`config.mk`:
```
export PLATFORM = sky130hd
export DESIGN_NAME = lane_deskew_fifo
export DESIGN_NICKNAME = d
export VERILOG_FILES = /design/src/rtl/lane_deskew_fifo.sv
export SDC_FILE = /design/constraint.sdc
export NUM_CORES = 1
export LEC_CHECK = 0
export ABC_AREA = 1
export ABC_CLOCK_PERIOD_IN_PS = 4100
export CAP_MARGIN = 20
export CORE_ASPECT_RATIO = 1.2
export CORE_MARGIN = 3
export CORE_UTILIZATION = 28
export CTS_CLUSTER_DIAMETER = 30
export CTS_CLUSTER_SIZE = 12
export DETAILED_ROUTE_END_ITERATION = 12
export PLACE_DENSITY_LB_ADDON = 0.08
export SETUP_SLACK_MARGIN = 0.5
export SYNTH_ARGS = -nofsm -noshare
export SYNTH_HDL_FRONTEND = slang
export SYNTH_SLANG_ARGS = --single-unit
```
`constraint.sdc`:
```
create_clock -name clk_r_local -period 4.1 [get_ports clk_r_local]
set_input_delay 1.23 -clock clk_r_local [delete_from_list [all_inputs] [get_ports clk_r_local]]
set_output_delay 1.23 -clock clk_r_local [all_outputs]
set_load 0.1 [all_outputs]
```
`src/rtl/lane_deskew_fifo.sv`:
```
// Per-lane deskew FIFO: arms on window_cnt[2], starts writing at the first COM, show-ahead read, pops only when all lanes are non-empty.
// Optional DESKEW_SKP_DROP_EN: SKP symbols are never written once filling.
module lane_deskew_fifo #(
  parameter int         DEPTH = 8,
  parameter int         AW    = 3,
  parameter logic [7:0] COM   = 8'b10111100,
  parameter logic [7:0] SKP   = 8'b00011100
) (
  input  logic       clk_r_local,
  input  logic       rst_syn,
  input  logic [7:0] eb_data,
  input  logic       eb_valid,
  input  logic [2:0] window_cnt,
  input  logic       FIFO_all_not_empty,
  output logic       deskew_fifo_not_empty,
  output logic [7:0] lane_data,
  output logic       overflow
);

  typedef enum logic [1:0] {IDLE, HUNT, FILL} state_t;

  localparam logic [AW:0] FULL_CNT = (AW+1)'(DEPTH);

  state_t        state_q, state_d;
  logic [AW-1:0] wr_ptr_q, wr_ptr_d;
  logic [AW-1:0] rd_ptr_q, rd_ptr_d;
  logic [AW:0]   count_q, count_d;
  logic          ne_q, ne_d;
  logic          ovf_q, ovf_d;
  logic [7:0]    mem_q [DEPTH];

  logic wr_req, full, push, pop;
  logic unused_window_lsbs;

  assign unused_window_lsbs = ^window_cnt[1:0];

  always_comb begin
    state_d = state_q;
    wr_req  = 1'b0;
    case (state_q)
      IDLE: if (window_cnt[2]) state_d = HUNT;
      HUNT: begin
        if (eb_valid && eb_data == COM) begin
          state_d = FILL;
          wr_req  = 1'b1;
        end
      end
      FILL: begin
`ifdef DESKEW_SKP_DROP_EN
        wr_req = eb_valid && (eb_data != SKP);
`else
        wr_req = eb_valid;
`endif
      end
      default: state_d = IDLE;
    endcase
  end

  // A pop in the same cycle frees a slot, so a push at full is still accepted.
  assign full = (count_q == FULL_CNT);
  assign pop  = FIFO_all_not_empty && (count_q != '0);
  assign push = wr_req && (!full || pop);

  always_comb begin
    wr_ptr_d = wr_ptr_q;
    rd_ptr_d = rd_ptr_q;
    count_d  = count_q;
    ovf_d    = ovf_q;
    if (push) wr_ptr_d = wr_ptr_q + 1'b1;
    if (pop)  rd_ptr_d = rd_ptr_q + 1'b1;
    case ({push, pop})
      2'b10:   count_d = count_q + 1'b1;
      2'b01:   count_d = count_q - 1'b1;
      default: count_d = count_q;
    endcase
    if (wr_req && full && !pop) ovf_d = 1'b1;
    ne_d = (count_d != '0);
  end

  always_ff @(posedge clk_r_local) begin
    if (rst_syn) begin
      state_q  <= IDLE;
      wr_ptr_q <= '0;
      rd_ptr_q <= '0;
      count_q  <= '0;
      ne_q     <= 1'b0;
      ovf_q    <= 1'b0;
    end else begin
      state_q  <= state_d;
      wr_ptr_q <= wr_ptr_d;
      rd_ptr_q <= rd_ptr_d;
      count_q  <= count_d;
      ne_q     <= ne_d;
      ovf_q    <= ovf_d;
    end
  end

  always_ff @(posedge clk_r_local) begin
    if (push && !rst_syn) mem_q[wr_ptr_q] <= eb_data;
  end

  assign deskew_fifo_not_empty = ne_q;
  assign lane_data             = (count_q != '0) ? mem_q[rd_ptr_q] : 8'h00;
  assign overflow              = ovf_q;

endmodule
```
# == Word level (Yosys, flattened, before mapping) ==
# Memory sizes are Yosys's and may differ from the RTL's. A register that Yosys moved wholly into a read port is not among the register bits.
# Cells that the tools add are included.
# totals
ramBits,64
output_inout_bits,10
register_bits,14
input_bits,15
memories,1
# classes
muxes,11
n_addsub,4
n_bitwise,1
eq_ne,8
n_reduce_logical,14
# mem_list
memory,depth,word_bits,read_ports,rd_ports_with_merged_regs,write_ports,line_no,source
mem_q,8,8,1,1,1,30,logic [7:0] mem_q [DEPTH];
# ops
operator,n
$eq 8x8->1 const B,1
$mux 8,1
$pmux 4 s2,1
$reduce_bool 4->1,2
$add 3x1->3 const B,2
$logic_and 1x1->1,6
$mux 3,2
$pmux 2 s3,1
$add 4x1->4 const B,1
$eq 2x1->1 const B,2
$eq 2x2->1 const B,2
$eq 4x4->1 const B,1
$mux 2,2
$ne 2x2->1 const B,2
$sub 4x1->4 const B,1
$logic_not 1->1,3
$mux 1,3
$reduce_and 3->1,1
$logic_not 2->1,1
$pmux 1 s2,1
$logic_or 1x1->1,1
$not 1->1,1

# == Logic depth before layout (Yosys ltp) ==
# logic_depth
word_depth,8
depth_mapped,17

# == Worst setup path before layout ==
# No wires, ideal clock.
# synth_path
kind,register to output
from,register with a tool-made name
to,output port lane_data[5]
slack_ns,0.308
path_stages_with_launch,7
arrival_time_ns,2.562
n_path_buf,1
t_required_ns,2.870
path_cell_list,dfxtp_1 -> inv_1 -> buf_1 -> o21ai_0 -> o22ai_1 -> o21ai_0 -> a31oi_1
# synth_lines
item,line_no,source
to (decl),16,"output logic [7:0] lane_data,"

# == Final worst setup path ==
# layout_path
from,input port eb_data[3]
to,register ne_q (netlist: deskew_fifo_not_empty)
# layout_via
elab_chain_cells,8
elab_cells_between_ends,9
classes_between,eq/ne (3); mux (3); reduce/logical (3)
# layout_rtl
item,line_no,source
from (decl),11,"input logic [7:0] eb_data,"
$eq 8x8->1 (*),43,if (eb_valid && eb_data == COM) begin
$logic_and 1x1->1 (*),43,
$mux 1 (*),43,
$pmux 1 s2 (*),40,case (state_q)
$logic_and 1x1->1 (*),62,assign push = wr_req && (!full || pop);
$eq 2x1->1 or $eq 2x2->1 (tied branches),71,"case ({push, pop})"
$pmux 4 s2 (*),71,
$reduce_bool 4->1 (*),77,ne_d = (count_d != '0);
to (signal assigned),93,ne_q <= ne_d;
to (decl),28,"logic ne_q, ne_d;"
# Mark *: on every way between the ends. The rest lies on a longest branch, timed or not.
# A chain may end at the register's enable or synchronous reset.

==> results.py <==
metrics = {
    "outcome": {
        "status": "complete, no violations",
    },
    "sta": {
        "skew_ps": 3.332,
        "finalSetupViolCount": 0,
        "hold_viol": 0,
        "fmax_mhz": 298.4,
        "grt_setup_unrepaired": "no",
        "fin_crit_sh_pct": 81.75,
        "worst_slack_ps": 748.2,
        "tightest_slew_ps": 967.4,
        "slew_headroom_pct": 35.31,
        "tns_ps": 0,
        "slew_violations": 0,
        "min_period_ps": 3352,
    },
    "logic_synthesis": {
        "synth_edf_count": 64,
        "async_flop_share_pct": 0,
        "synth_largest_area_cell": "edfxtp_1",
        "syn_area_um2": 3438,
        "netlist_instances": 311,
        "ys_seq_area_share_pct": 65.79,
        "ys_warn_count": 0,
        "synth-seq-cells": 81,
        "synth_cell_types": 31,
        "synthFlopType": "edfxtp_1",
        "synthTopCellsByCount": "edfxtp_1 (64), nor2_1 (54), o21ai_0 (46)",
        "synth_area_per_cell_um2": 11.06,
        "synthMostInstantiatedCell": "edfxtp_1",
        "syn_nets": 335,
        "synth.area.top_cells": "edfxtp_1 (56%), dfxtp_1 (9.9%), o21ai_0 (6.7%)",
        "netlist.area_leader.share_pct": 55.90,
    },
    "detailed_routing": {
        "wl_um": 8429,
        "via_count": 2394,
        "dr.pass1.iters": 4,
        "drt-wirelength-per-cell_um": 16.27,
        "remaining_drc_errors": 0,
        "drtAntennaViolNets": 0,
        "viasPerCell": 4.622,
        "drtIter0Drc": 110,
    },
    "global_route": {
        "grt.total_usage_pct": 13.31,
        "grt_pass1_vias": 2464,
        "antenna_found_initial": 0,
        "grt_overflow": 0,
        "grt_pass1_wl_um": 13390,
        "grt_max_degree": 19,
    },
    "placed_design": {
        "place_ws_ps": 188.2,
        "portBuffers": 22,
        "place_area_um2": 4075,
        "dp_hpwl_um": 5402,
        "place.gp.congestion": 0.7072,
        "dp_cells": 502,
    },
    "critical_path": {
        "path_max_fanout": 4,
        "rr_startpoint": "count_q[1]",
        "required_ps": 4330,
        "reg2reg_to": "deskew_fifo_not_empty",
        "cp-start-kind": "primary input",
        "regToRegSetupSlack_ps": 1850,
        "worstRegToRegCells": 14,
        "crit_type": "in2reg",
        "cp-end-kind": "register",
        "arrival_ps": 3580,
    },
    "clock_network": {
        "root_buffer": "clkbuf_16",
        "post_cts_buffers": 0,
        "postCtsHoldBufs": 0,
        "clk_latency_ps": 330,
        "cts.clk_slew.worst_paths_ps": 60,
        "numCtsBuffers": 9,
        "cts_max_level": 3,
        "cts_tree": "done",
        "clockBufferDepth": 2,
        "ctsResizeCount": 0,
        "cts.sinks": 81,
    },
    "floorplanning": {
        "dieArea_um2": 13650,
        "rows": 43,
        "die_y_um": 127.4,
        "start_util_pct": 29.18,
        "die_x_um": 107.2,
        "core_um2": 11780,
        "ios": 25,
    },
    "final_layout": {
        "final_nets": 380,
        "synthToLayoutAreaGrowth_pct": 27.95,
        "layout.cells.non_filler": 518,
        "final_layout_size_suffix_gt1_share_pct": 18.01,
        "final_util_pct": 37.34,
        "n_antenna_cell": 0,
        "design_area_um2": 4399,
    },
    "power": {
        "ir_drop_v": 0.0004172,
        "power_leakage_nw": 1.631,
        "p_per_area_nw_per_um2": 825.0,
    },
    "worst_hold_path": {
        "holdPathStages": 1,
        "hp-class": "reg2reg",
        "min_from": "overflow",
        "hold_end": "overflow",
    },
    "job": {
        "maxCapViolCount": 0,
    },
}
[where the power goes]
part / leakage (nW) / switching [mW] / internal, mW
logic: 0.762 / 1.19 / 0.582
registers: 0.715 / 0.0596 / 0.947
clock network: 0.154 / 0.317 / 0.530
total: 1.63 / 1.57 / 2.06
[sequential cells by signal, indices dropped and copies added, names as in the netlist, named ones only]
| name | count |
|---|---|
| overflow | 1 |
| state_q | 2 |
| wr_ptr_q | 3 |
| mem_q | 64 |
| count_q | 4 |
| deskew_fifo_not_empty | 1 |
| rd_ptr_q | 3 |
[how the worst max path moves through the flow]
stage,startpoint,to,slack [ps],cells past startpoint
detailed placement,eb_data[5],deskew_fifo_not_empty,190,16
global route,eb_data[3],deskew_fifo_not_empty,540,17
global placement,eb_data[5],deskew_fifo_not_empty,230,16
finish,eb_data[3],deskew_fifo_not_empty,750,16
floorplan,register,lane_data[5],310,6
CTS,eb_data[5],deskew_fifo_not_empty,550,16
[metrics by stage]
step                total power [mW]  hold WS, ps
detailed placement             2.814        458.2
floorplan                      2.187        447.6
global placement               2.807        452.5
global route                   3.839        509.0
CTS                            3.668        477.3
finish                         3.629        468.4
[critical path, stage by stage]
cell and delay, ps:
clkdlybuf4s50_1 500, nand2_1 130, nor2_2 190, nand4_1 110
nand2_2 130, nand2_1 120, nand2_4 80, inv_1 50
ha_1 260, a21oi_1 150, inv_1 70, a21oi_2 150
or2_2 140, nand3_1 80, nand3_1 130, nand2_1 60
[cell families after synthesis]
family                     synth area share [%]
xor gates and xnor gates                 0.2548
buffers and inverters                     3.930
adders and majority gates                 3.494
DFF                                       65.79
AOI/OAI and AO/OA                         11.86
and+or+nand+nor                           14.67
[cell usage in the layout (no fill, tap or decap), types with 2 or more instances in the layout]
master,count
o21ai_0,46
a21oi_2,2
clkinv_2,2
nor3_1,6
o22ai_1,8
inv_2,2
nand3_1,13
nand2_4,2
buf_4,22
edfxtp_1,64
dlymetal6s2s_1,2
nand2_2,3
nor2_1,53
dfxtp_1,16
nor2_2,4
nand2_1,20
clkbuf_16,9
inv_1,24
a21oi_1,8
a31oi_1,8
bufinv_16,2
buf_12,8
clkdlybuf4s50_1,12
ha_1,8
nor4_2,2
[cell type report]
cell class                      count  area (µm²)
Inverter                           26       97.59
Clock inverter                      6       82.58
Timing Repair Buffer               44       470.5
Fill cell                        1186        7383
Clock buffer                       10       229.0
Tap cell                          157       196.4
Sequential cell                    81        2263
Multi-Input combinational cell    194        1060
[routing by layer]
layer	track usage [%]	vias to the layer above	part of all wire (%)
li1	-	1193	-
met1	17.43	1158	48
met2	21.58	32	48
met3	2.476	11	2.5
met4	5.643	0	1.5
met5	0	-	0
Note: power is estimated with default switching activity, not from simulation.
